## config.mk

```make
export PLATFORM = sky130hd
export DESIGN_NAME = swap_sched_flat
export DESIGN_NICKNAME = d
export VERILOG_FILES = /design/src/rtl/swap_sched_pkg.sv /design/src/rtl/swap_sched_if.sv /design/src/rtl/swap_sched_rr_arb2.sv /design/src/rtl/swap_sched.sv /design/src/flat_wrapper.sv
export SDC_FILE = /design/constraint.sdc
export NUM_CORES = 1
export LEC_CHECK = 0
export ABC_CLOCK_PERIOD_IN_PS = 2800
export CAP_MARGIN = 10
export CORE_MARGIN = 8
export CORE_UTILIZATION = 45
export CTS_CLUSTER_DIAMETER = 120
export DETAILED_ROUTE_END_ITERATION = 16
export GPL_ROUTABILITY_DRIVEN = 0
export PLACE_DENSITY = 0.83
export SLEW_MARGIN = 20
export SYNTH_ARGS = -nofsm -noshare
export SYNTH_HDL_FRONTEND = slang
export SYNTH_SLANG_ARGS = --single-unit
```

## constraint.sdc

```tcl
create_clock -name clk -period 2.8 [get_ports clk]
set_input_delay 0.28 -clock clk [delete_from_list [all_inputs] [get_ports clk]]
set_output_delay 0.28 -clock clk [all_outputs]
set_load 0.01 [all_outputs]
```

## src/rtl/swap_sched_pkg.sv

```systemverilog
// rtl/swap_sched_pkg.sv - shared op and FSM state encodings for swap_sched
// Purpose: command opcodes and controller states used by the top and the bench.
// Ports: none (package).
package swap_sched_pkg;

    typedef enum logic [1:0] {
        OP_LOAD_A = 2'b00,
        OP_LOAD_B = 2'b01,
        OP_SWAP_N = 2'b10,
        OP_CLEAR  = 2'b11
    } op_e;

    typedef enum logic [1:0] {
        ST_IDLE = 2'b00,
        ST_EXEC = 2'b01,
        ST_DONE = 2'b10
    } state_e;

endpackage

```

## src/rtl/swap_sched_if.sv

```systemverilog
// rtl/swap_sched_if.sv - requester handshakes and status bundle for swap_sched
// Purpose: groups both requester command channels and the datapath/status outputs.
// Ports: reqX_valid/op/data/count (master->slave), reqX_ready, a_out, b_out,
//        busy, done, grant_id (slave->master).
interface swap_sched_if #(
    parameter int WIDTH = 8,
    parameter int CNT_W = 4
);
    logic             req0_valid;
    logic             req0_ready;
    logic [1:0]       req0_op;
    logic [WIDTH-1:0] req0_data;
    logic [CNT_W-1:0] req0_count;
    logic             req1_valid;
    logic             req1_ready;
    logic [1:0]       req1_op;
    logic [WIDTH-1:0] req1_data;
    logic [CNT_W-1:0] req1_count;
    logic [WIDTH-1:0] a_out;
    logic [WIDTH-1:0] b_out;
    logic             busy;
    logic             done;
    logic             grant_id;

    modport master (
        output req0_valid, req0_op, req0_data, req0_count,
        output req1_valid, req1_op, req1_data, req1_count,
        input  req0_ready, req1_ready, a_out, b_out, busy, done, grant_id
    );

    modport slave (
        input  req0_valid, req0_op, req0_data, req0_count,
        input  req1_valid, req1_op, req1_data, req1_count,
        output req0_ready, req1_ready, a_out, b_out, busy, done, grant_id
    );
endinterface

```

## src/rtl/swap_sched_rr_arb2.sv

```systemverilog
// rtl/swap_sched_rr_arb2.sv - two-requester combinational round-robin arbiter
// Purpose: picks one valid requester; on a tie the one that did not win last time.
// Ports: valid0_i, valid1_i, last_grant_i, enable_i in; gnt0_o, gnt1_o, winner_o out.
module rr_arb2 (
    input  logic valid0_i,
    input  logic valid1_i,
    input  logic last_grant_i,
    input  logic enable_i,
    output logic gnt0_o,
    output logic gnt1_o,
    output logic winner_o
);
    // Requester 0 wins alone, or on a tie when requester 1 won last.
    assign gnt0_o   = enable_i & valid0_i & (~valid1_i | last_grant_i);
    assign gnt1_o   = enable_i & valid1_i & (~valid0_i | ~last_grant_i);
    assign winner_o = gnt1_o;
endmodule

```

## src/rtl/swap_sched.sv

```systemverilog
// rtl/swap_sched.sv - two-register exchange controller with round-robin command intake
// Purpose: accepts LOAD_A/LOAD_B/CLEAR/SWAP_N commands from two requesters and
//          sequences them on registers A and B (IDLE -> EXEC -> DONE).
// Ports: clk, reset_n (async active-low), bus (swap_sched_if.slave: handshakes,
//        a_out/b_out, busy, done, grant_id).
module swap_sched
    import swap_sched_pkg::*;
#(
    parameter int               WIDTH  = 8,
    parameter int               CNT_W  = 4,
    parameter logic [WIDTH-1:0] A_INIT = '0,
    parameter logic [WIDTH-1:0] B_INIT = WIDTH'(1)
) (
    input logic         clk,
    input logic         reset_n,
    swap_sched_if.slave bus
);
    state_e           state_q, state_d;
    op_e              op_q, op_d;
    logic [WIDTH-1:0] data_q, data_d;
    logic [CNT_W-1:0] cnt_q, cnt_d;
    logic [WIDTH-1:0] a_q, a_d;
    logic [WIDTH-1:0] b_q, b_d;
    logic             grant_q, grant_d;
    logic             last_q, last_d;

    logic gnt0, gnt1, winner, is_idle;

    assign is_idle = (state_q == ST_IDLE);

    rr_arb2 u_arb (
        .valid0_i     (bus.req0_valid),
        .valid1_i     (bus.req1_valid),
        .last_grant_i (last_q),
        .enable_i     (is_idle),
        .gnt0_o       (gnt0),
        .gnt1_o       (gnt1),
        .winner_o     (winner)
    );

    // State is already IDLE during reset, so ready must also be gated by reset_n.
    assign bus.req0_ready = gnt0 & reset_n;
    assign bus.req1_ready = gnt1 & reset_n;
    assign bus.a_out      = a_q;
    assign bus.b_out      = b_q;
    assign bus.busy       = (state_q == ST_EXEC) || (state_q == ST_DONE);
    assign bus.done       = (state_q == ST_DONE);
    assign bus.grant_id   = grant_q;

    always_comb begin
        state_d = state_q;
        op_d    = op_q;
        data_d  = data_q;
        cnt_d   = cnt_q;
        a_d     = a_q;
        b_d     = b_q;
        grant_d = grant_q;
        last_d  = last_q;
        case (state_q)
            ST_IDLE: begin
                if (gnt0 || gnt1) begin
                    state_d = ST_EXEC;
                    grant_d = winner;
                    last_d  = winner;
                    op_d    = op_e'(winner ? bus.req1_op    : bus.req0_op);
                    data_d  = winner ? bus.req1_data  : bus.req0_data;
                    cnt_d   = winner ? bus.req1_count : bus.req0_count;
                end
            end
            ST_EXEC: begin
                case (op_q)
                    OP_LOAD_A: begin a_d = data_q; state_d = ST_DONE; end
                    OP_LOAD_B: begin b_d = data_q; state_d = ST_DONE; end
                    OP_CLEAR:  begin a_d = '0; b_d = '0; state_d = ST_DONE; end
                    OP_SWAP_N: begin
                        // N=0 spends one EXEC cycle without touching A/B.
                        if (cnt_q == '0) begin
                            state_d = ST_DONE;
                        end else begin
                            a_d   = b_q;
                            b_d   = a_q;
                            cnt_d = cnt_q - CNT_W'(1);
                            if (cnt_q == CNT_W'(1)) state_d = ST_DONE;
                        end
                    end
                    default: state_d = ST_DONE;
                endcase
            end
            ST_DONE: state_d = ST_IDLE;
            default: state_d = ST_IDLE;
        endcase
    end

    always_ff @(posedge clk or negedge reset_n) begin
        if (!reset_n) begin
            state_q <= ST_IDLE;
            op_q    <= OP_LOAD_A;
            data_q  <= '0;
            cnt_q   <= '0;
            a_q     <= A_INIT;
            b_q     <= B_INIT;
            grant_q <= 1'b0;
            last_q  <= 1'b1;
        end else begin
            state_q <= state_d;
            op_q    <= op_d;
            data_q  <= data_d;
            cnt_q   <= cnt_d;
            a_q     <= a_d;
            b_q     <= b_d;
            grant_q <= grant_d;
            last_q  <= last_d;
        end
    end
endmodule
```

## src/flat_wrapper.sv

```systemverilog
// flat-port wrapper written by rule: the top's interface ports become plain ports
module swap_sched_flat import swap_sched_pkg::*;
#(
    parameter int               WIDTH  = 8,
    parameter int               CNT_W  = 4,
    parameter logic [WIDTH-1:0] A_INIT = '0,
    parameter logic [WIDTH-1:0] B_INIT = WIDTH'(1)
)
  (clk, reset_n, bus_req0_valid, bus_req0_op, bus_req0_data, bus_req0_count, bus_req1_valid, bus_req1_op, bus_req1_data, bus_req1_count, bus_req0_ready, bus_req1_ready, bus_a_out, bus_b_out, bus_busy, bus_done, bus_grant_id);
  swap_sched_if #(.WIDTH(WIDTH), .CNT_W(CNT_W)) bus_i ();
  input logic clk;
  input logic reset_n;
  input wire logic [$bits(bus_i.req0_valid)-1:0] bus_req0_valid;
  input wire logic [$bits(bus_i.req0_op)-1:0] bus_req0_op;
  input wire logic [$bits(bus_i.req0_data)-1:0] bus_req0_data;
  input wire logic [$bits(bus_i.req0_count)-1:0] bus_req0_count;
  input wire logic [$bits(bus_i.req1_valid)-1:0] bus_req1_valid;
  input wire logic [$bits(bus_i.req1_op)-1:0] bus_req1_op;
  input wire logic [$bits(bus_i.req1_data)-1:0] bus_req1_data;
  input wire logic [$bits(bus_i.req1_count)-1:0] bus_req1_count;
  output wire logic [$bits(bus_i.req0_ready)-1:0] bus_req0_ready;
  output wire logic [$bits(bus_i.req1_ready)-1:0] bus_req1_ready;
  output wire logic [$bits(bus_i.a_out)-1:0] bus_a_out;
  output wire logic [$bits(bus_i.b_out)-1:0] bus_b_out;
  output wire logic [$bits(bus_i.busy)-1:0] bus_busy;
  output wire logic [$bits(bus_i.done)-1:0] bus_done;
  output wire logic [$bits(bus_i.grant_id)-1:0] bus_grant_id;
  assign bus_i.req0_valid = bus_req0_valid;
  assign bus_i.req0_op = bus_req0_op;
  assign bus_i.req0_data = bus_req0_data;
  assign bus_i.req0_count = bus_req0_count;
  assign bus_i.req1_valid = bus_req1_valid;
  assign bus_i.req1_op = bus_req1_op;
  assign bus_i.req1_data = bus_req1_data;
  assign bus_i.req1_count = bus_req1_count;
  assign bus_req0_ready = bus_i.req0_ready;
  assign bus_req1_ready = bus_i.req1_ready;
  assign bus_a_out = bus_i.a_out;
  assign bus_b_out = bus_i.b_out;
  assign bus_busy = bus_i.busy;
  assign bus_done = bus_i.done;
  assign bus_grant_id = bus_i.grant_id;
  swap_sched #(.WIDTH(WIDTH), .CNT_W(CNT_W), .A_INIT(A_INIT), .B_INIT(B_INIT)) u_core (.clk(clk), .reset_n(reset_n), .bus(bus_i));
endmodule
```

==> flow_metrics.py, run 1 <==
metrics = {
    "run_status": {
        "status": "completed",
    },
    "pwr": {
        "power_leakage_nw": 1.18,
        "power_density_nw_per_um2": 1220,
        "irDropWorstVdd_mv": 0.552,
    },
    "synth": {
        "synth_top_area_share_pct": 42.6,
        "ys_ff_latch": 34,
        "synthFlopType": "dfrtp_1",
        "synth_area_leader_cell": "dfrtp_1",
        "syn-cell-area_um2": 1880,
        "async_reset_ff_share_pct": 100,
        "synth_seq_area_share_pct": 45.4,
        "postSynthAreaPerCell_um2": 10.2,
        "synth_most_common_cell": "dfrtp_1",
        "synth_edf_count": 0,
        "synth.area.top_cells": "dfrtp_1, mux2i_1, ha_1, mux2_2, a22o_1",
        "synthesis.instances": 184,
        "yosys_warnings": 0,
        "syn-num-nets": 225,
        "synth_common_cells": "dfrtp_1, nand2_1, nor2_1",
        "synth.distinct_cells": 35,
    },
    "floorplan": {
        "core-area_um2": 4000,
        "die_h_um": 80.6,
        "rows": 23,
        "top_level_ports": 53,
        "die_w_um": 80.6,
        "initial_utilization_pct": 47.0,
        "dieArea_um2": 6500,
    },
    "cts": {
        "clkLatencyLatePin_ns": 0.29,
        "hold_buffers": 0,
        "root_buffer": "clkbuf_8",
        "cts.htree.levels": 2,
        "cts_buffer_depth": 2,
        "ctsResizeCount": 0,
        "cts_setup_buffers": 0,
        "cts_buffers": 5,
        "cts.sinks": 34,
        "path_clk_slew_ns": 0.07,
        "cts_tree": "yes",
    },
    "route": {
        "wl_per_cell_um": 15.1,
        "firstDrtPassIters": 4,
        "num_vias": 1559,
        "drt_iter0_markers": 117,
        "drt_wl_total_mm": 4.36,
        "post-route-drc-count": 0,
        "ant_nets": 0,
        "vias_per_cell": 5.39,
    },
    "worst_setup_path": {
        "cp.required_ns": 2.52,
        "critPathSlowestCell": "clkdlybuf4s50_1",
        "critical_path_class": "reg2out",
        "slowest_delay_ns": 0.57,
        "critPathLaunchType": "flip-flop",
        "arrival_ns": 2.00,
        "cp_cell_sequence": "inv_1, ha_1, nand3_1, a21oi_1, clkdlybuf4s50_1",
        "cp_max_fo": 9,
        "cp-end-kind": "primary output",
    },
    "cells_and_area": {
        "layout.nets": 279,
        "diodes": 0,
        "postLayoutCellArea_um2": 2590,
        "drive_above_1_share_pct": 12.6,
        "area_growth_pct": 37.6,
    },
    "global_routing": {
        "grt_max_degree": 34,
        "grt.overflow.total": 0,
        "track_usage_pct": 14.5,
        "antenna_found_initial": 0,
        "grt_pass1_wl_mm": 7.38,
        "grt_pass1_vias": 1545,
    },
    "timing": {
        "drv_slew": 0,
        "rsz0062_at_grt": "no",
        "tightest_slew_ns": 0.999,
        "period_needed_ns": 2.28,
        "setup_viol": 0,
        "finalHoldViolations": 0,
        "tns_ns": 0,
        "max-slew-margin-rel_pct": 33.2,
        "final.period_utilization_pct": 81.3,
        "max_freq_mhz": 440,
        "fin_skew_ns": 0.00868,
    },
    "place": {
        "dp.final_hpwl_mm": 3.23,
        "portBuffers": 52,
        "dpl-instance-area_um2": 2440,
    },
    "run": {
        "maxCapViolations": 0,
    },
    "worst_hold_path": {
        "min_path_type": "in2async",
    },
}
final cells by class:
class	instances	area, um^2
clock buffer	6	82.6
sequential	34	853
tap	50	62.6
clock inverter	2	60.1
inverter	10	37.5
timing repair buffer	57	558
fill	316	1410
multi-input combinational	130	933
per-layer routing:
metal / vias up / part of all wire [%] / global-route usage, %
li1: 768 / - / -
met1: 740 / 45 / 18.2
met2: 44 / 47 / 22.1
met3: 7 / 5.8 / 4.02
met4: 0 / 2.2 / 7.64
met5: - / 0 / 0
where the power goes:
part	switching, mW	total, mW	internal, mW
combinational	0.814	1.63	0.815
clock	0.181	0.561	0.380
sequential	0.219	0.973	0.755
path summary, 6_finish.rpt:
kind	startpoint	to	slack, ns	cells after the start
worst min-delay path	reset_n	u_core.state_q[0]	0.17	1
max in group asynchronous	reset_n	u_core.bus.b_out[0]	1.96	2
worst max register to register	u_core.op_q[0]	u_core.bus.b_out[0]	0.76	5
worst max-delay path	u_core.state_q[0]	bus_req0_ready	0.52	5
worst min register to register	u_core.bus.grant_id	u_core.bus.grant_id	0.49	2
min in group clk	u_core.bus.grant_id	u_core.bus.grant_id	0.49	2
logic make-up (layout without fill, tap and decap cells):
group | after synthesis | in the layout | share of synthesized area (%)
adder cells (fa/ha/maj) | 9 | 9 | 5.99
buffers and inverters | 20 | 75 | 4.99
XOR/XNOR | 1 | 1 | 0.466
multiplexers | 21 | 21 | 11.8
AO/OA/AOI/OAI | 56 | 56 | 21.0
flip-flops | 34 | 34 | 45.4
AND/OR/NAND/NOR | 43 | 43 | 10.4
per-stage QoR:
stage / util [%] / hold slack [ns] / instances / worst slack (ns) / total power, mW
floorplan: - / -0.0156 / 184 / 1.06 / 2.04
global placement: 61.1 / 0.461 / 281 / 0.848 / 2.55
detailed placement: 61.1 / 0.480 / 281 / 0.799 / 2.60
CTS: 64.7 / 0.166 / 289 / 0.508 / 3.18
global route: 64.7 / 0.174 / 289 / 0.400 / 3.42
finish: 64.7 / 0.174 / 289 / 0.525 / 3.16
worst max-delay path: cells and delay by family (launching register included):
kind	cells	cell delay, ns
DFF	1	0.40
AOI/OAI and AO/OA	1	0.18
buffers and inverters	2	0.69
and+or+nand+nor	1	0.10
adders and majority gates	1	0.34
placed cells by master, fill, tap and decap left out, drive strengths merged:
cell type / count
clkdlybuf4s50: 52
dfrtp: 32
nand2: 16
nor2: 16
o21ai: 15
a21oi: 13
mux2i: 12
inv: 10
a22o: 9
mux2: 9
ha: 9
a22oi: 8
clkbuf: 6
buf: 5
nand3: 4
o31ai: 4
o21a: 2
nand4: 2
bufinv: 2
dfstp: 2
a31oi: 1
nor2b: 1
nand4bb: 1
o221ai: 1
and2: 1
o311a: 1
o22a: 1
a311oi: 1
nor3: 1
xor2: 1
and3: 1
flip-flops by register name, summed over array words and instances, names as in the netlist:
register,count
u_core.cnt_q,4
u_core.last_q,1
u_core.data_q,8
u_core.bus.b_out,8
u_core.bus.a_out,8
u_core.op_q,2
u_core.bus.grant_id,1
u_core.state_q,2
Power figures use the tool's default switching activity.
==> run 2, diff against run 1 <==
--- a/config.mk
+++ b/config.mk
@@ -5,7 +5,7 @@
 export SDC_FILE = /design/constraint.sdc
 export NUM_CORES = 1
 export LEC_CHECK = 0
-export ABC_CLOCK_PERIOD_IN_PS = 2800
+export ABC_CLOCK_PERIOD_IN_PS = 2300
 export CAP_MARGIN = 10
 export CORE_MARGIN = 8
 export CORE_UTILIZATION = 45
==> constraint.sdc (replaced) <==
create_clock -name clk -period 2.3 [get_ports clk]
set_input_delay 0.23 -clock clk [delete_from_list [all_inputs] [get_ports clk]]
set_output_delay 0.23 -clock clk [all_outputs]
set_load 0.01 [all_outputs]
==> run 2 against run 1 <==
Net effect: cell count unchanged; cell area did not move; via count grew 1.5%; clock power is 22% higher; sequential power increased by 22%; critical endpoint unchanged; highest routed layer unchanged.
==> flow_metrics.py, run 2 (synthesized netlist as in run 1, its figures left out) <==
metrics = {
    "worst_hold_path": {
        "min_path_type": "in2async",
    },
    "pwr": {
        "irDropWorstVdd_mv": 0.680,
        "finalPower_mw": 3.86,
        "power_density_nw_per_um2": 1490,
        "power_leakage_nw": 1.18,
    },
    "route": {
        "drt_iter0_markers": 67,
        "num_vias": 1582,
        "drt_wl_total_mm": 4.40,
        "firstDrtPassIters": 4,
        "post-route-drc-count": 0,
        "vias_per_cell": 5.47,
        "wl_per_cell_um": 15.2,
        "ant_nets": 0,
    },
    "worst_setup_path": {
        "cp_max_fo": 9,
        "cp-end-kind": "primary output",
        "arrival_ns": 1.95,
        "critPathLaunchType": "flip-flop",
        "critPathSlowestCell": "clkdlybuf4s50_1",
        "cp.required_ns": 2.07,
        "slowest_delay_ns": 0.56,
        "critical_path.n_buffers_inverters": 2,
        "critical_path_class": "reg2out",
        "cp_top_family": "buffers and inverters",
        "cp_cell_sequence": "inv_1, ha_1, nand3_1, a21oi_1, clkdlybuf4s50_1",
    },
    "timing": {
        "max-slew-margin-rel_pct": 30.5,
        "period_needed_ns": 2.18,
        "drv_slew": 0,
        "rsz0062_at_grt": "no",
        "setup_viol": 0,
        "tightest_slew_ns": 1.04,
        "max_freq_mhz": 459,
        "fin_skew_ns": 0.00808,
        "final.period_utilization_pct": 94.7,
        "tns_ns": 0,
        "finalHoldViolations": 0,
    },
    "cts": {
        "cts_buffers": 5,
        "cts.htree.levels": 2,
        "path_clk_slew_ns": 0.07,
        "cts_setup_buffers": 0,
        "hold_buffers": 0,
        "cts_buffer_depth": 2,
        "ctsResizeCount": 0,
        "clkLatencyLatePin_ns": 0.28,
        "root_buffer": "clkbuf_8",
        "cts.sinks": 34,
        "cts_tree": "yes",
    },
    "run": {
        "maxCapViolations": 0,
    },
    "global_routing": {
        "grt_max_degree": 35,
        "grt_pass1_vias": 1593,
        "antenna_found_initial": 0,
        "grt.overflow.total": 0,
        "track_usage_pct": 14.3,
        "grt_pass1_wl_mm": 7.38,
    },
    "place": {
        "portBuffers": 52,
        "dp.final_hpwl_mm": 3.35,
        "dpl-instance-area_um2": 2440,
    },
    "cells_and_area": {
        "layout_commonest_cell": "clkdlybuf4s50_1",
        "final_cell_mix": "clkdlybuf4s50_1, dfrtp_1, nand2_1, nor2_1, o21ai_0",
        "diodes": 0,
        "layout.nets": 279,
        "drive_above_1_share_pct": 12.6,
        "postLayoutCellArea_um2": 2590,
        "area_growth_pct": 37.6,
    },
    "floorplan": {
        "die_w_um": 80.6,
        "rows": 23,
        "die_h_um": 80.6,
        "core-area_um2": 4000,
        "top_level_ports": 53,
        "initial_utilization_pct": 47.0,
        "dieArea_um2": 6500,
    },
    "run_status": {
        "status": "completed",
    },
}
[run 2: cell type report]
class                   instances  area, um^2
multi-input cells             130         933
repair buffers                 57         558
fillers                       327        1410
well taps                      50        62.6
flip-flops and latches         34         853
clock inverters                 2        60.1
inverters                      10        37.5
clock buffers                   6        82.6
[run 2: path summary, 6_finish.rpt]
path,from,to,slack [ns],cells past startpoint
worst max-delay path,u_core.state_q[1],bus_req0_ready,0.12,5
worst min-delay path,reset_n,u_core.data_q[2],0.41,2
worst max register to register,u_core.op_q[0],u_core.bus.b_out[1],0.26,5
worst min register to register,u_core.bus.grant_id,u_core.bus.grant_id,0.48,2
max in group asynchronous,reset_n,u_core.bus.b_out[0],1.55,2
min in group clk,u_core.bus.grant_id,u_core.bus.grant_id,0.48,2
[run 2: worst reg2reg max path: stages, from the launching register on]
cell	delay [ns]
dfrtp_1	0.40
inv_1	0.06
ha_1	0.31
nor2_1	0.82
a22o_1	0.24
mux2_2	0.15
[run 2: per-layer routing]
layer	GRT usage, %	share of wire (%)
met4	5.45	1.4
met3	3.24	4.8
met2	23.1	48
met1	17.9	46
met5	0	0
[run 2: power breakdown]
part           switching (mW)  total (mW)  leakage [nW]  internal [mW]
Sequential              0.273        1.19         0.409          0.918
Clock                   0.220       0.682        0.0714          0.462
Combinational           0.993        1.99         0.698          0.994
[run 2: per-stage QoR]
step / hold slack (ns) / utilization (%) / instances / worst slack (ns)
after CTS: 0.438 / 64.7 / 289 / 0.109
after floorplan: -0.0656 / - / 184 / 0.570
after global routing: 0.453 / 64.7 / 289 / 0.00480
after detailed placement: 0.463 / 61.1 / 281 / 0.300
after global placement: 0.458 / 61.1 / 281 / 0.408
final: 0.414 / 64.7 / 289 / 0.122
